==> config.mk <==
export PLATFORM = sky130hd
export DESIGN_NAME = link_frame_master_flat
export DESIGN_NICKNAME = d
export VERILOG_FILES = /design/src/rtl/link_frame_master_if.sv /design/src/rtl/link_frame_master.sv /design/src/flat_wrapper.sv
export SDC_FILE = /design/constraint.sdc
export NUM_CORES = 1
export LEC_CHECK = 0
export BUFFER_PORTS_ARGS = -buffer_cell sky130_fd_sc_hd__buf_4
export CAP_MARGIN = 10
export CORE_ASPECT_RATIO = 0.6
export CORE_UTILIZATION = 30
export CTS_BUF_LIST = sky130_fd_sc_hd__clkbuf_8
export DETAILED_ROUTE_END_ITERATION = 8
export PLACE_DENSITY = 0.45
export SKIP_LAST_GASP = 1
export SYNTH_ARGS = -nofsm -noshare
export SYNTH_HDL_FRONTEND = slang
export SYNTH_SLANG_ARGS = --single-unit
==> constraint.sdc <==
create_clock -name clk_sys -period 2.8 [get_ports clk_sys]
set_input_delay 0.56 -clock clk_sys [delete_from_list [all_inputs] [get_ports clk_sys]]
set_output_delay 0.56 -clock clk_sys [all_outputs]
set_load 0.05 [all_outputs]
==> src/rtl/link_frame_master_if.sv <==
// rtl/link_frame_master_if.sv - host and serial-link signal bundle for link_frame_master
// LNK_AUTO_RESTART_EN adds the auto_en input.
interface link_frame_master_if #(
    parameter int CNT_W = 16
);
    logic             start;
    logic             tx_we;
    logic [1:0]       tx_idx;
    logic [31:0]      tx_wdata;
    logic [1:0]       rx_idx;
    logic [31:0]      rx_rdata;
    logic             busy;
    logic             done;
    logic [CNT_W-1:0] frame_cnt;
    logic             lnk_clk;
    logic             lnk_sync_en;
    logic             lnk_dout;
    logic             lnk_din;
`ifdef LNK_AUTO_RESTART_EN
    logic             auto_en;

    modport master (
        input  start, tx_we, tx_idx, tx_wdata, rx_idx, lnk_din, auto_en,
        output rx_rdata, busy, done, frame_cnt, lnk_clk, lnk_sync_en, lnk_dout
    );
    modport slave (
        output start, tx_we, tx_idx, tx_wdata, rx_idx, lnk_din, auto_en,
        input  rx_rdata, busy, done, frame_cnt, lnk_clk, lnk_sync_en, lnk_dout
    );
`else
    modport master (
        input  start, tx_we, tx_idx, tx_wdata, rx_idx, lnk_din,
        output rx_rdata, busy, done, frame_cnt, lnk_clk, lnk_sync_en, lnk_dout
    );
    modport slave (
        output start, tx_we, tx_idx, tx_wdata, rx_idx, lnk_din,
        input  rx_rdata, busy, done, frame_cnt, lnk_clk, lnk_sync_en, lnk_dout
    );
`endif
endinterface

==> src/rtl/link_frame_master.sv <==
// rtl/link_frame_master.sv - master sequencer for the 1-bit serial register link (4 words each way per frame)
// Optional LNK_AUTO_RESTART_EN: auto_en=1 chains frames back to back without a new start.
module link_frame_master #(
    parameter int CLK_HALF = 2,
    parameter int CNT_W    = 16
) (
    input logic                  clk_sys,
    input logic                  sys_reset_n,
    link_frame_master_if.master  bus
);
    localparam int PH_W = (CLK_HALF > 1) ? $clog2(2 * CLK_HALF) : 1;
    localparam logic [PH_W-1:0] PH_RISE = PH_W'(CLK_HALF - 1);
    localparam logic [PH_W-1:0] PH_HIGH = PH_W'(CLK_HALF);
    localparam logic [PH_W-1:0] PH_LAST = PH_W'(2 * CLK_HALF - 1);

    typedef enum logic [1:0] {IDLE, SYNC, SHIFT, CLOSE} state_t;

    state_t           state_q, state_d;
    logic [1:0]       seg_q, seg_d;
    logic [4:0]       bit_idx_q, bit_idx_d;
    logic [PH_W-1:0]  ph_q, ph_d;
    logic [31:0]      tx_word_q [4];
    logic [31:0]      tx_word_d [4];
    logic [31:0]      rx_word_q [4];
    logic [31:0]      rx_word_d [4];
    logic [31:0]      tx_shift_q, tx_shift_d;
    logic [31:0]      rx_shift_q, rx_shift_d;
    logic             busy_q, busy_d;
    logic             done_q, done_d;
    logic [CNT_W-1:0] cnt_q, cnt_d;
    logic             lnk_clk_q, lnk_clk_d;
    logic             lnk_sync_q, lnk_sync_d;
    logic             lnk_dout_q, lnk_dout_d;
    logic             edge_end;
    logic             restart;

`ifdef LNK_AUTO_RESTART_EN
    assign restart = bus.auto_en;
`else
    assign restart = 1'b0;
`endif

    assign edge_end = (ph_q == PH_LAST);

    always_comb begin
        state_d    = state_q;
        seg_d      = seg_q;
        bit_idx_d  = bit_idx_q;
        ph_d       = ph_q;
        tx_word_d  = tx_word_q;
        rx_word_d  = rx_word_q;
        tx_shift_d = tx_shift_q;
        rx_shift_d = rx_shift_q;
        busy_d     = busy_q;
        done_d     = 1'b0;
        cnt_d      = cnt_q;
        lnk_sync_d = lnk_sync_q;
        lnk_dout_d = lnk_dout_q;

        if (bus.tx_we) tx_word_d[bus.tx_idx] = bus.tx_wdata;

        case (state_q)
            IDLE: begin
                if (bus.start) begin
                    state_d    = SYNC;
                    seg_d      = 2'd0;
                    ph_d       = '0;
                    busy_d     = 1'b1;
                    lnk_sync_d = 1'b1;
                    lnk_dout_d = 1'b0;
                end
            end
            SYNC: begin
                // A host write to the slot being snapshotted this cycle takes precedence.
                if (ph_q == '0)
                    tx_shift_d = (bus.tx_we && bus.tx_idx == seg_q) ? bus.tx_wdata : tx_word_q[seg_q];
                if (edge_end) begin
                    state_d    = SHIFT;
                    bit_idx_d  = 5'd0;
                    ph_d       = '0;
                    lnk_sync_d = 1'b0;
                    lnk_dout_d = tx_shift_q[0];
                end else begin
                    ph_d = ph_q + 1'b1;
                end
            end
            SHIFT: begin
                if (ph_q == PH_RISE) rx_shift_d = {bus.lnk_din, rx_shift_q[31:1]};
                if (edge_end) begin
                    ph_d = '0;
                    if (bit_idx_q == 5'd31) begin
                        rx_word_d[seg_q] = rx_shift_q;
                        seg_d      = seg_q + 2'd1;
                        lnk_sync_d = 1'b1;
                        lnk_dout_d = 1'b0;
                        state_d    = (seg_q == 2'd3) ? CLOSE : SYNC;
                    end else begin
                        bit_idx_d  = bit_idx_q + 5'd1;
                        tx_shift_d = {1'b0, tx_shift_q[31:1]};
                        lnk_dout_d = tx_shift_q[1];
                    end
                end else begin
                    ph_d = ph_q + 1'b1;
                end
            end
            CLOSE: begin
                if (edge_end) begin
                    ph_d       = '0;
                    done_d     = 1'b1;
                    cnt_d      = cnt_q + 1'b1;
                    lnk_dout_d = 1'b0;
                    if (restart) begin
                        state_d    = SYNC;
                        seg_d      = 2'd0;
                        lnk_sync_d = 1'b1;
                    end else begin
                        state_d    = IDLE;
                        busy_d     = 1'b0;
                        lnk_sync_d = 1'b0;
                    end
                end else begin
                    ph_d = ph_q + 1'b1;
                end
            end
            default: state_d = IDLE;
        endcase

        // lnk_clk is derived from the next phase so the registered output lines up with the phase counter.
        lnk_clk_d = (state_d != IDLE) && (ph_d >= PH_HIGH);
    end

    always_ff @(posedge clk_sys or negedge sys_reset_n) begin
        if (!sys_reset_n) begin
            state_q    <= IDLE;
            seg_q      <= 2'd0;
            bit_idx_q  <= 5'd0;
            ph_q       <= '0;
            tx_word_q  <= '{default: '0};
            rx_word_q  <= '{default: '0};
            tx_shift_q <= '0;
            rx_shift_q <= '0;
            busy_q     <= 1'b0;
            done_q     <= 1'b0;
            cnt_q      <= '0;
            lnk_clk_q  <= 1'b0;
            lnk_sync_q <= 1'b0;
            lnk_dout_q <= 1'b0;
        end else begin
            state_q    <= state_d;
            seg_q      <= seg_d;
            bit_idx_q  <= bit_idx_d;
            ph_q       <= ph_d;
            tx_word_q  <= tx_word_d;
            rx_word_q  <= rx_word_d;
            tx_shift_q <= tx_shift_d;
            rx_shift_q <= rx_shift_d;
            busy_q     <= busy_d;
            done_q     <= done_d;
            cnt_q      <= cnt_d;
            lnk_clk_q  <= lnk_clk_d;
            lnk_sync_q <= lnk_sync_d;
            lnk_dout_q <= lnk_dout_d;
        end
    end

    assign bus.rx_rdata    = rx_word_q[bus.rx_idx];
    assign bus.busy        = busy_q;
    assign bus.done        = done_q;
    assign bus.frame_cnt   = cnt_q;
    assign bus.lnk_clk     = lnk_clk_q;
    assign bus.lnk_sync_en = lnk_sync_q;
    assign bus.lnk_dout    = lnk_dout_q;
endmodule

==> src/flat_wrapper.sv <==
// flat-port wrapper written by rule: the top's interface ports become plain ports
module link_frame_master_flat 
#(
    parameter int CLK_HALF = 2,
    parameter int CNT_W    = 16
)
  (clk_sys, sys_reset_n, bus_start, bus_tx_we, bus_tx_idx, bus_tx_wdata, bus_rx_idx, bus_lnk_din, bus_rx_rdata, bus_busy, bus_done, bus_frame_cnt, bus_lnk_clk, bus_lnk_sync_en, bus_lnk_dout);
  link_frame_master_if #(.CNT_W(CNT_W)) bus_i ();
  input logic clk_sys;
  input logic sys_reset_n;
  input wire logic [$bits(bus_i.start)-1:0] bus_start;
  input wire logic [$bits(bus_i.tx_we)-1:0] bus_tx_we;
  input wire logic [$bits(bus_i.tx_idx)-1:0] bus_tx_idx;
  input wire logic [$bits(bus_i.tx_wdata)-1:0] bus_tx_wdata;
  input wire logic [$bits(bus_i.rx_idx)-1:0] bus_rx_idx;
  input wire logic [$bits(bus_i.lnk_din)-1:0] bus_lnk_din;
  output wire logic [$bits(bus_i.rx_rdata)-1:0] bus_rx_rdata;
  output wire logic [$bits(bus_i.busy)-1:0] bus_busy;
  output wire logic [$bits(bus_i.done)-1:0] bus_done;
  output wire logic [$bits(bus_i.frame_cnt)-1:0] bus_frame_cnt;
  output wire logic [$bits(bus_i.lnk_clk)-1:0] bus_lnk_clk;
  output wire logic [$bits(bus_i.lnk_sync_en)-1:0] bus_lnk_sync_en;
  output wire logic [$bits(bus_i.lnk_dout)-1:0] bus_lnk_dout;
  assign bus_i.start = bus_start;
  assign bus_i.tx_we = bus_tx_we;
  assign bus_i.tx_idx = bus_tx_idx;
  assign bus_i.tx_wdata = bus_tx_wdata;
  assign bus_i.rx_idx = bus_rx_idx;
  assign bus_i.lnk_din = bus_lnk_din;
  assign bus_rx_rdata = bus_i.rx_rdata;
  assign bus_busy = bus_i.busy;
  assign bus_done = bus_i.done;
  assign bus_frame_cnt = bus_i.frame_cnt;
  assign bus_lnk_clk = bus_i.lnk_clk;
  assign bus_lnk_sync_en = bus_i.lnk_sync_en;
  assign bus_lnk_dout = bus_i.lnk_dout;
  link_frame_master #(.CLK_HALF(CLK_HALF), .CNT_W(CNT_W)) u_core (.clk_sys(clk_sys), .sys_reset_n(sys_reset_n), .bus(bus_i));
endmodule
==> metrics <==
Die X=~300 µm; Hold Startpoint=bus_lnk_din; DP Worst Slack=~0.26 ns; Finished Cell Area=around 0.019 mm²; die area=~0.055 mm²; core area=around 0.053 mm²; final worst slack=roughly 0.23 ns; Max transition margin=0.5727; Setup crit end kind=flop; Synth async-reset ratio=1.000; post-synth top area cell=dfrtp_1; Routed Antenna Nets=0; most used flip-flop cell after synthesis=dfrtp_1; share of cells above drive strength 1=0.5029; CP arrival=3.06 ns; global routing met2 resource utilization=0.1948; via count=between 9,000 and 10,000; H-tree depth=2; pin count of the biggest net entering global routing=66; total power=13,410 µW; share of the synthesized area in the top cell type=0.5483; Yosys warnings=0; Peak VDD IR=449.6 µV; vias in the first global route=~9,800; flop2flop setup slack=around 0.23 ns; final cell count without fillers=1,911; CP max FO=23; status=finished, final reports clean; die height=181.2 µm; drt drc=0; skew final=between 0.03 and 0.04 ns; post-CTS sizing=0; worst min path class=in2reg; top cells by count, synth=352 x dfrtp_1, 282 x mux2_2, 64 x mux4_2; worst flop-to-flop path startpoint=u_core.bit_idx_q[0]; top post-synthesis cells by area=dfrtp_1 55%, mux2_2 20%, mux4_2 9.0%; Slew Viols, Final=0; worst-case clock buffer depth=3; Area growth syn-to-layout=17.57%; detailed placement HPWL=between 20 and 25 mm; DP Area=0.01763 mm²; most frequent cell after synthesis=dfrtp_1; crit share post-route=0.9176; Num CTS Buffers=just under 60; # clock sinks=352; Reg clk slew, reported paths=0.07 ns; gr ovfl total=0; cell area after synthesis=0.01606 mm²; CTS tree=yes; grt met3 use=0.03018; Post-synth EDFFs=0; RSZ-0062 raised after global routing=no; total setup buffers inserted after CTS=0; Starting Density=0.3048; Seq cells post-synth=352; IO buf count=a little over 90; worst path required time=~3.3 ns; IO Count=94; final setup fails=0; gr busiest metal=met1; Fmax achieved=between 300 and 400 MHz; worst setup path class=reg2reg; Clk Latency, worst-skew pair=around 0.63 ns; Worst R2R End=u_core.rx_word_q[32]; max_cap viols=0; drt first pass iters=4; final hold vios=0; Tmin final=2.569 ns; Iter 0 DRT Violations=between 300 and 400; Worst Hold Path Cells=2; setup_tns=0 ns; GPL Wtd Cong=0.7076; # rows=65; Avg Inst Size Synth=15.42 µm²; met1 global-route usage=0.2069; nets@finish=roughly 1,200; Pwr Density=between 700 and 800 mW/mm²; startpoint class of the critical path=flop; leakage power=approximately 0.0086 µW; FF-to-FF path depth=7; Syn Nets=about 1,100; first-pass GRT wire length=~59 mm; Avg Vias per Cell=4.772; Syn Inst Count=1,042; GRT Util Overall=0.1368; post-synthesis sequential area ratio=0.5483; WL final=36.00 mm; fillers=~5,100; Min-Delay Endpoint=u_core.rx_shift_q[31]; routed len/inst=18.84 µm; initial antenna violation count=1; placed insts=approximately 1,800; synth unique cells=between 40 and 50; Least-Margin Pin Slew=between 0.6 and 0.7 ns; Clock Tree Root=clkbuf_8
cell usage in the layout (no fill, tap or decap), types with 9 or more instances in the layout:
cell type,instances
nand2_1,18
a22o_1,9
dfrtp_1,350
inv_1,24
mux2i_1,32
mux4_2,64
buf_12,13
nor2b_1,34
ha_1,16
mux2_2,282
clkbuf_8,76
a221oi_2,29
nor2_1,37
buf_4,110
xnor2_1,13
clkinv_2,12
metrics by stage:
stage                     hold WS, ns    util
after floorplan                0.2644       -
after global placement         0.4632  0.3346
after detailed placement       0.4732  0.3346
after CTS                      0.1117  0.3583
after global routing           0.1146  0.3583
final                          0.1757  0.3584
registers in the layout, summed over array words and instances (netlist names), 5 cells and up:
register	cells
u_core.bus.frame_cnt	16
u_core.tx_word_q	128
u_core.tx_shift_q	32
u_core.bit_idx_q	5
u_core.rx_shift_q	32
u_core.rx_word_q	128
logic make-up (layout without fill, tap and decap cells):
| family | Yosys count | count (layout) | share of synthesized area |
|---|---|---|---|
| adders and majority gates | 16 | 16 | 0.01246 |
| AOI/OAI and AO/OA | 63 | 63 | 0.04377 |
| xor gates and xnor gates | 17 | 17 | 0.009268 |
| muxes | 386 | 386 | 0.3130 |
| other | 0 | 1 | 0 |
| DFF | 352 | 352 | 0.5483 |
| and+or+nand+nor | 130 | 130 | 0.04307 |
| buffers and inverters | 78 | 243 | 0.03014 |
timing repair:
item | 4_1_cts | 5_1_grt
setup endpoints to repair | 0 | 0
endpoints found under the hold margin | 48 | 0
hold buffers | 1 | 0
worst max-delay path, stage by stage (launching register included):
cell     delay, ns
dfrtp_1       0.40
ha_1          0.18
and3_1        0.19
ha_1          0.37
and3_1        0.50
nand2_4       0.21
buf_12        0.22
mux2_1        0.32
where the power goes:
group / internal [µW] / switching (µW)
Clock: 2620 / 2170
Sequential: 5760 / 371
Combinational: 1130 / 1360
layout make-up:
cell class | instances | area [µm²] | share of cell area
antenna | 1 | 2.502 | 0.0001325
multi-input combinational | 612 | 6792 | 0.3596
sequential | 352 | 8811 | 0.4665
clock inverter | 29 | 196.4 | 0.01040
timing repair buffer | 125 | 1111 | 0.05883
tap | 703 | 879.6 | 0.04657
clock buffer | 76 | 1046 | 0.05538
inverter | 13 | 48.80 | 0.002584
layer usage:
layer  wire, µm  vias to the layer above
met1      18610                     4804
met4        646                        0
li1           -                     4122
met5          0                        -
met2      15120                      139
met3       1628                       55
worst max path at each step:
| stage | from | to | cells after the start |
|---|---|---|---|
| 5_1_grt | u_core.bit_idx_q[0] | u_core.rx_word_q[32] | 7 |
| 6_report | u_core.bit_idx_q[0] | u_core.rx_word_q[32] | 7 |
| 3_5_place_dp | u_core.bit_idx_q[0] | u_core.rx_word_q[32] | 7 |
| 4_1_cts | u_core.bit_idx_q[0] | u_core.rx_word_q[62] | 7 |
| 3_3_place_gp | u_core.bit_idx_q[0] | u_core.rx_word_q[32] | 7 |
| 2_1_floorplan | bus_rx_idx[0] | bus_rx_rdata[10] | 3 |
Note: power is estimated with default switching activity, not from simulation.
